[src/rtl/s832a_bist_pkg.sv]
// rtl/s832a_bist_pkg.sv - shared types, widths, taps and pin indices for the s832a BIST driver
package s832a_bist_pkg;

  localparam int PI_W    = 18;
  localparam int PO_W    = 19;
  localparam int G18_BIT = 17;

  typedef enum logic [1:0] {
    IDLE = 2'd0,
    INIT = 2'd1,
    RUN  = 2'd2,
    DONE = 2'd3
  } state_e;

  // x^18+x^11+1 taps bits 17,10; x^19+x^6+x^2+x+1 taps bits 18,5,1,0
  localparam logic [PI_W-1:0] LFSR_TAPS = 18'h20400;
  localparam logic [PO_W-1:0] MISR_TAPS = 19'h40023;

  localparam int PI_G0   = 0;
  localparam int PI_G16  = 16;
  localparam int PI_G18  = G18_BIT;
  localparam int PO_G288 = 0;
  localparam int PO_G55  = 18;

  localparam logic [PI_W-1:0] INIT_VEC = PI_W'(1) << PI_G18;

  function automatic logic [PI_W-1:0] lfsr_next(input logic [PI_W-1:0] v);
    return {v[PI_W-2:0], ^(v & LFSR_TAPS)};
  endfunction

endpackage

[src/rtl/s832a_misr.sv]
// rtl/s832a_misr.sv - PO_W-wide multiple-input signature register with load and enable
module s832a_misr
  import s832a_bist_pkg::*;
#(
  parameter logic [PO_W-1:0] RST_VAL = 19'h00001
) (
  input  logic            clk_i,
  input  logic            rst_ni,
  input  logic            load_i,
  input  logic            en_i,
  input  logic [PO_W-1:0] seed_i,
  input  logic [PO_W-1:0] data_i,
  output logic [PO_W-1:0] sig_o
);

  logic [PO_W-1:0] sig_q;
  logic [PO_W-1:0] sig_d;

  assign sig_d = {sig_q[PO_W-2:0], ^(sig_q & MISR_TAPS)} ^ data_i;

  always_ff @(posedge clk_i or negedge rst_ni) begin
    if (!rst_ni) begin
      sig_q <= RST_VAL;
    end else if (load_i) begin
      sig_q <= seed_i;
    end else if (en_i) begin
      sig_q <= sig_d;
    end
  end

  assign sig_o = sig_q;

endmodule

[src/rtl/s832a_bist_driver.sv]
// rtl/s832a_bist_driver.sv - BIST stimulus LFSR, run FSM and MISR response compactor for s832a
module s832a_bist_driver
  import s832a_bist_pkg::*;
#(
  parameter int unsigned      N_VEC     = 256,
  parameter logic [PI_W-1:0]  LFSR_SEED = 18'h00001,
  parameter logic [PO_W-1:0]  MISR_SEED = 19'h00001,
  parameter logic [PO_W-1:0]  EXP_SIG   = 19'h00000
) (
  input  logic            CK,
  input  logic            RN,
  input  logic            start,
  input  logic            abort,
  output logic [PI_W-1:0] pi_o,
  input  logic [PO_W-1:0] po_i,
  output logic            busy,
  output logic            done,
  output logic            pass,
  output logic [PO_W-1:0] sig_o
);

  localparam logic [PI_W-1:0] SEED_EFF = (LFSR_SEED == '0) ? 18'h00001 : LFSR_SEED;
  localparam logic [15:0]     LAST_CNT = 16'(N_VEC - 1);

  state_e          state_q;
  logic [PI_W-1:0] lfsr_q;
  logic [PI_W-1:0] lfsr_d;
  logic [15:0]     count_q;
  logic [PI_W-1:0] pi_q;
  logic            busy_q;
  logic            done_q;
  logic            misr_load;
  logic            misr_en;

  assign lfsr_d    = lfsr_next(lfsr_q);
  assign misr_load = ((state_q == IDLE) || (state_q == DONE)) && start;
  assign misr_en   = (state_q == RUN) && !abort;

  always_ff @(posedge CK or negedge RN) begin
    if (!RN) begin
      state_q <= IDLE;
      lfsr_q  <= SEED_EFF;
      count_q <= '0;
      pi_q    <= '0;
      busy_q  <= 1'b0;
      done_q  <= 1'b0;
    end else begin
      case (state_q)
        IDLE, DONE: begin
          if (start) begin
            state_q <= INIT;
            lfsr_q  <= SEED_EFF;
            count_q <= '0;
            pi_q    <= INIT_VEC;
            busy_q  <= 1'b1;
            done_q  <= 1'b0;
          end
        end
        INIT: begin
          if (abort) begin
            state_q <= IDLE;
            pi_q    <= '0;
            busy_q  <= 1'b0;
          end else begin
            state_q <= RUN;
            pi_q    <= lfsr_q;
          end
        end
        RUN: begin
          if (abort) begin
            state_q <= IDLE;
            pi_q    <= '0;
            busy_q  <= 1'b0;
          end else begin
            lfsr_q  <= lfsr_d;
            count_q <= count_q + 16'd1;
            if (count_q == LAST_CNT) begin
              state_q <= DONE;
              pi_q    <= '0;
              busy_q  <= 1'b0;
              done_q  <= 1'b1;
            end else begin
              pi_q    <= lfsr_d;
            end
          end
        end
        default: begin
          state_q <= IDLE;
          pi_q    <= '0;
          busy_q  <= 1'b0;
          done_q  <= 1'b0;
        end
      endcase
    end
  end

  // po_i is sampled in the same RUN cycle its vector is driven
  s832a_misr #(
    .RST_VAL (MISR_SEED)
  ) u_misr (
    .clk_i  (CK),
    .rst_ni (RN),
    .load_i (misr_load),
    .en_i   (misr_en),
    .seed_i (MISR_SEED),
    .data_i (po_i),
    .sig_o  (sig_o)
  );

  assign pi_o = pi_q;
  assign busy = busy_q;
  assign done = done_q;
  assign pass = done_q && (sig_o == EXP_SIG);

endmodule

[config.mk]
export PLATFORM = sky130hd
export DESIGN_NAME = s832a_bist_driver
export DESIGN_NICKNAME = d
export VERILOG_FILES = /design/src/rtl/s832a_bist_pkg.sv /design/src/rtl/s832a_misr.sv /design/src/rtl/s832a_bist_driver.sv
export SDC_FILE = /design/constraint.sdc
export NUM_CORES = 1
export LEC_CHECK = 0
export BUFFER_PORTS_ARGS = -buffer_cell sky130_fd_sc_hd__buf_2
export CAP_MARGIN = 20
export CORE_ASPECT_RATIO = 0.7
export CORE_MARGIN = 2
export CORE_UTILIZATION = 35
export CTS_BUF_LIST = sky130_fd_sc_hd__clkbuf_16
export DETAILED_ROUTE_END_ITERATION = 7
export PLACE_DENSITY_LB_ADDON = 0.1
export SLEW_MARGIN = 20
export SYNTH_ARGS = -nofsm -noshare
export SYNTH_HDL_FRONTEND = slang
export SYNTH_SLANG_ARGS = --single-unit
[constraint.sdc]
create_clock -name CK -period 5.5 [get_ports CK]
set_input_delay 1.1 -clock CK [delete_from_list [all_inputs] [get_ports CK]]
set_output_delay 1.1 -clock CK [all_outputs]
set_load 0.1 [all_outputs]
==> impl_metrics.json, run 1 <==
{
  "status": "finished clean",
  "postCtsResizedCells": 0,
  "grt_first_pass_wirelength_um": 13440,
  "clkTransAtPathRegs_ns": 0.06,
  "die_w_um": 123.6,
  "ios": 63,
  "finish.utilization": 0.4369,
  "skew_ns": 0.006578,
  "fin_ws_ns": 2.183,
  "arrival_ns": 2.22,
  "grt_max_degree": 76,
  "finalPower_mw": 2.195,
  "tightest_slew_ns": 0.9591,
  "synth_compound_area_frac": 0.2201,
  "dp_slack_ns": 2.462,
  "switching_power_mw": 1.024,
  "intPower_mw": 1.172,
  "maxCapViolations": 0,
  "required_ns": 4.40,
  "via_count": 2690,
  "grt_overflow": 0,
  "synth_cell_types": 48,
  "drive_gt1_frac": 0.2442,
  "wl_um": 8326,
  "antenna_left": 0,
  "power_frac_clock": 0.258,
  "place_inst": 501,
  "slew_violations": 0,
  "gp_congestion": 0.7016,
  "wl_per_cell_um": 16.10,
  "final_area_um2": 4248,
  "core-area_um2": 9722,
  "drt-pass1-iter-count": 7,
  "cts.path.max_buffers": 2,
  "antenna_found_initial": 0,
  "htree_levels": 3,
  "yosys_register_bits": 75,
  "worstSetupStartpoint": "u_misr.sig_o[5]",
  "hp-start": "busy",
  "grt_pass1_vias": 2626,
  "io_buffers": 62,
  "placed_area_um2": 3961,
  "ys_top_cells_by_area": "dfrtp_1, a22o_1, xnor2_1",
  "start_util": 0.3607,
  "synth_sequential_area_ratio": 0.5359,
  "crit_path_max_fanout": 5,
  "layout.cells.non_filler": 517,
  "synth-edff-count": 0,
  "combinationalPowerShare": 0.420,
  "ir_worst_vdd_uv": 183.7,
  "cts_root_buf": "clkbuf_16",
  "yosysTopAreaCell": "dfrtp_1",
  "vias_per_cell": 5.203,
  "die_y_um": 87.75,
  "grt_usage": 0.1626,
  "synth_top_family_by_area": "compound AO/OA/AOI/OAI gates",
  "rows": 30,
  "ys.flop_type": "dfrtp_1",
  "finalHoldViolCount": 0,
  "synthXorXnorAreaFrac": 0.05744,
  "synth_area_um2": 3507,
  "syn2layout_area_growth_pct": 21.12,
  "clock.fmax_mhz": 301.5,
  "postCtsSetupBuffers": 0,
  "synth_top_area_frac": 0.5209,
  "critPathLaunchType": "register",
  "route.detailed.drc": 0,
  "nets": 411,
  "clock_latency_ns": 0.33,
  "rsz0062_at_grt": "no",
  "synth.avg_cell_area_um2": 10.89,
  "setup-tns-final_ns": 0,
  "criticalPathCategory": "reg2out",
  "min_period_ns": 3.317,
  "post-dp-hpwl_um": 5435,
  "syn_nets": 349,
  "relSlewSlack": 0.3606,
  "p_seq_frac": 0.321,
  "hp-class": "reg2reg",
  "holdWs_ns": 0.4987,
  "fillCellCount": 958,
  "synth.area.mux_share": 0.008919,
  "synth-simple-area-share": 0.1406,
  "diodes": 0,
  "syn-instance-count": 322,
  "r2r_start": "state_q[0]",
  "die_area_um2": 10850,
  "fin_crit_sh": 0.6031,
  "setup_viol": 0,
  "swShare": 0.4664,
  "p_leak_nw": 2.157,
  "cts_tree": "done",
  "async_flop_share": 1.000,
  "end_kind": "output pin",
  "drt-initial-drc-count": 177,
  "cts_buffers": 9,
  "clock_sinks": 75,
  "cellPowerDensity_nw_per_um2": 516.8,
  "ctsHoldBuffers": 0,
  "yosysWarnings": 0,
  "synthAdderAreaFrac": 0.01427
}
## cell families (layout without fill, tap and decap cells)
logic type | after synthesis | count (layout)
AOI/OAI and AO/OA | 107 | 107
and+or+nand+nor | 90 | 90
muxes | 3 | 3
xor gates and xnor gates | 23 | 23
adders and majority gates | 4 | 4
DFF | 75 | 75
buffers and inverters | 20 | 87
## worst max-delay path, stage by stage, from the launching register on
cell,delay (ns)
dfrtp_1,0.45
nor4_1,0.56
nand4_1,0.18
nor4b_2,0.24
buf_2,0.46
## power by group through the flow
stage	Sequential, mW	Clock, mW	Combinational, mW
after global routing	0.717	0.607	0.989
after global placement	0.713	0	0.920
after CTS	0.705	0.582	0.927
after floorplan	1.08	0	0.347
final	0.705	0.567	0.923
after detailed placement	0.714	0	0.924
## cells in the final DEF (no fill, tap or decap), types with 7 or more instances in the layout
cell / n
nor2_1: 14
inv_1: 7
a22o_1: 34
clkbuf_16: 9
xnor2_1: 21
a21oi_1: 12
o21ai_0: 22
buf_2: 61
nand2_1: 30
a21o_1: 16
dfrtp_1: 73
## area by class of cell
type | count | area, µm² | share of cell area
Clock inverter | 7 | 61.31 | 0.01443
Clock buffer | 9 | 225.2 | 0.05302
Multi-Input combinational cell | 227 | 1560 | 0.3673
Timing Repair Buffer | 66 | 342.8 | 0.08071
Tap cell | 128 | 160.2 | 0.03770
Sequential cell | 75 | 1879 | 0.4424
Inverter | 5 | 18.77 | 0.004418
## cell usage after synthesis, drive strengths merged, types with 2 or more instances
cell	number
mux2i	2
dfrtp	73
nand2b	5
o31ai	3
ha	4
nor2	15
xnor2	21
nand4	5
and3	3
a31oi	6
buf	4
clkbuf	11
nor2b	4
nand2	30
nor4b	2
nor4	4
or4	6
a22o	34
nand3	6
inv	5
or3	4
xor2	2
a21oi	14
a41o	4
a21o	16
dfstp	2
o21ai	23
and4	2
## registers in the layout (all words and copies together) (netlist names)
register	count
lfsr_q	18
done	1
u_misr.sig_o	19
busy	1
state_q	2
pi_o	18
count_q	16
## metal layers
layer | track usage | vias up | part of all wire
met5 | 0 | - | 0
met4 | 0.04442 | 0 | 0.0068
met3 | 0.05143 | 7 | 0.040
met2 | 0.2233 | 49 | 0.43
met1 | 0.2449 | 1318 | 0.53
li1 | - | 1316 | -
## path summary, 6_finish.rpt
kind	endpoint	slack, ns	cells past startpoint
max	pass	2.18	4
min	busy	0.50	1
max reg2reg	count_q[10]	2.82	6
min reg2reg	busy	0.50	1
max in group asynchronous	pi_o[3]	3.95	1
min in group asynchronous	count_q[10]	0.92	1
No activity file was read; power rests on OpenSTA's default activity.
==> run 2, diff against run 1 <==
==> constraint.sdc (replaced) <==
create_clock -name CK -period 2.9 [get_ports CK]
set_input_delay 0.58 -clock CK [delete_from_list [all_inputs] [get_ports CK]]
set_output_delay 0.58 -clock CK [all_outputs]
set_load 0.1 [all_outputs]
==> run 2 against run 1 <==
Effect of this change:
- clock skew rose by 0.0024 ns
- utilization rose by 0.51 points
- critical endpoint unchanged
- critical path depth did not move
- routed wire length rose by 2.6%
- die area did not move
- sequential power rose by 91%
- power rose by 88%
- via count rose by 1.8%
- non-clock buffer count rose by 5
- sequential share of layout area barely moved
==> impl_metrics.json, run 2 (synthesis gave the netlist of run 1 again) <==
{
  "antenna_left": 0,
  "layout_common_cells": "buf_2, dfrtp_1, a22o_1",
  "grt_pass1_vias": 2699,
  "grt_first_pass_wirelength_um": 14100,
  "drt-initial-drc-count": 131,
  "die_area_um2": 10850,
  "ctsHoldBuffers": 0,
  "ir_worst_vdd_uv": 313.6,
  "wl_per_cell_um": 16.37,
  "slew_violations": 0,
  "vias_per_cell": 5.247,
  "final_common_cell": "buf_2",
  "worst-r2r-cell-count": 6,
  "cts_root_buf": "clkbuf_16",
  "drt-pass1-iter-count": 4,
  "grt_usage": 0.1680,
  "post-dp-hpwl_um": 5733,
  "io_buffers": 62,
  "intPower_mw": 2.174,
  "finalPower_mw": 4.122,
  "core-area_um2": 9722,
  "grt_max_degree": 64,
  "p_leak_nw": 2.150,
  "p_seq_frac": 0.327,
  "via_count": 2739,
  "dp_slack_ns": 0.4966,
  "finalHoldViolCount": 0,
  "fin_ws_ns": 0.1008,
  "clkTransAtPathRegs_ns": 0.06,
  "min_period_ns": 2.799,
  "largest_reg_flops": 19,
  "maxCapViolations": 0,
  "clock_sinks": 75,
  "start_util": 0.3607,
  "crit_path_max_fanout": 4,
  "status": "finished clean",
  "r2r-end": "count_q[13]",
  "relSlewSlack": 0.5135,
  "ios": 63,
  "wl_um": 8545,
  "arrival_ns": 2.22,
  "power_frac_clock": 0.240,
  "postCtsResizedCells": 0,
  "cellPowerDensity_nw_per_um2": 959.0,
  "gp_congestion": 0.7737,
  "clock.fmax_mhz": 357.2,
  "fillCellCount": 959,
  "cts_tree": "done",
  "critPathLaunchType": "register",
  "combinationalPowerShare": 0.433,
  "rrSetupSlack_ns": 0.49,
  "hp-class": "in2async",
  "htree_levels": 3,
  "cts_buffers": 9,
  "clock_latency_ns": 0.33,
  "required_ns": 2.32,
  "grt_overflow": 0,
  "die_w_um": 123.6,
  "rows": 30,
  "nets": 416,
  "skew_ns": 0.009007,
  "syn2layout_area_growth_pct": 22.55,
  "setup_viol": 0,
  "switching_power_mw": 1.948,
  "swShare": 0.4727,
  "postCtsSetupBuffers": 0,
  "setup-tns-final_ns": 0,
  "drive_gt1_frac": 0.2893,
  "end_kind": "output pin",
  "route.detailed.drc": 0,
  "cts.path.max_buffers": 2,
  "criticalPathCategory": "reg2out",
  "antenna_found_initial": 0,
  "tightest_slew_ns": 0.7250,
  "fin_crit_sh": 0.9652,
  "die_y_um": 87.75,
  "rsz0062_at_grt": "no",
  "r2r_start": "state_q[0]",
  "diodes": 0
}
[run 2: area by class of cell]
class / instances / area (µm²) / share of cell area
Clock buffer: 9 / 225.2 / 0.05240
Clock inverter: 7 / 38.79 / 0.009025
Inverter: 5 / 18.77 / 0.004367
Multi-Input combinational cell: 227 / 1563 / 0.3636
Sequential cell: 75 / 1899 / 0.4419
Tap cell: 128 / 160.2 / 0.03726
Timing Repair Buffer: 71 / 392.9 / 0.09141
[run 2: per-stage QoR]
step	instance area [µm²]	instances	utilization	hold slack [ns]
global route	4298	522	0.4421	0.09296
floorplan	3542	322	-	0.2844
detailed placement	4034	506	0.4149	0.4452
finish	4298	522	0.4421	0.09222
global placement	4034	506	0.4149	0.4421
CTS	4298	522	0.4421	0.08642
[run 2: how the worst max path moves through the flow]
stage,slack [ns],cells after the start,end,start
2_1_floorplan,0.09,3,pass,u_misr.sig_o[9]
3_3_place_gp,0.50,4,pass,u_misr.sig_o[13]
3_5_place_dp,0.50,4,pass,u_misr.sig_o[13]
4_1_cts,0.13,4,pass,u_misr.sig_o[13]
5_1_grt,0.06,4,pass,u_misr.sig_o[5]
6_report,0.10,4,pass,u_misr.sig_o[13]
[run 2: power by group through the flow]
stage | logic (mW) | registers, mW | clock network [mW]
2_1_floorplan | 0.657 | 2.07 | 0
3_3_place_gp | 1.79 | 1.36 | 0
3_5_place_dp | 1.79 | 1.37 | 0
4_1_cts | 1.79 | 1.35 | 1.03
5_1_grt | 1.92 | 1.37 | 1.07
6_report | 1.79 | 1.35 | 0.988
[run 2: metal layers]
metal / global-route usage / up-vias / part of all wire
met2: 0.2418 / 52 / 0.43
met4: 0.04029 / 0 / 0.0018
met5: 0 / - / 0
met3: 0.04948 / 2 / 0.044
met1: 0.2484 / 1357 / 0.52
li1: - / 1328 / -
[run 2: critical path, stage by stage, from the launching register on]
cell and delay, ns:
dfrtp_2 0.43, nor4_1 0.50, nand4_1 0.23, nor4b_4 0.28
buf_2 0.46
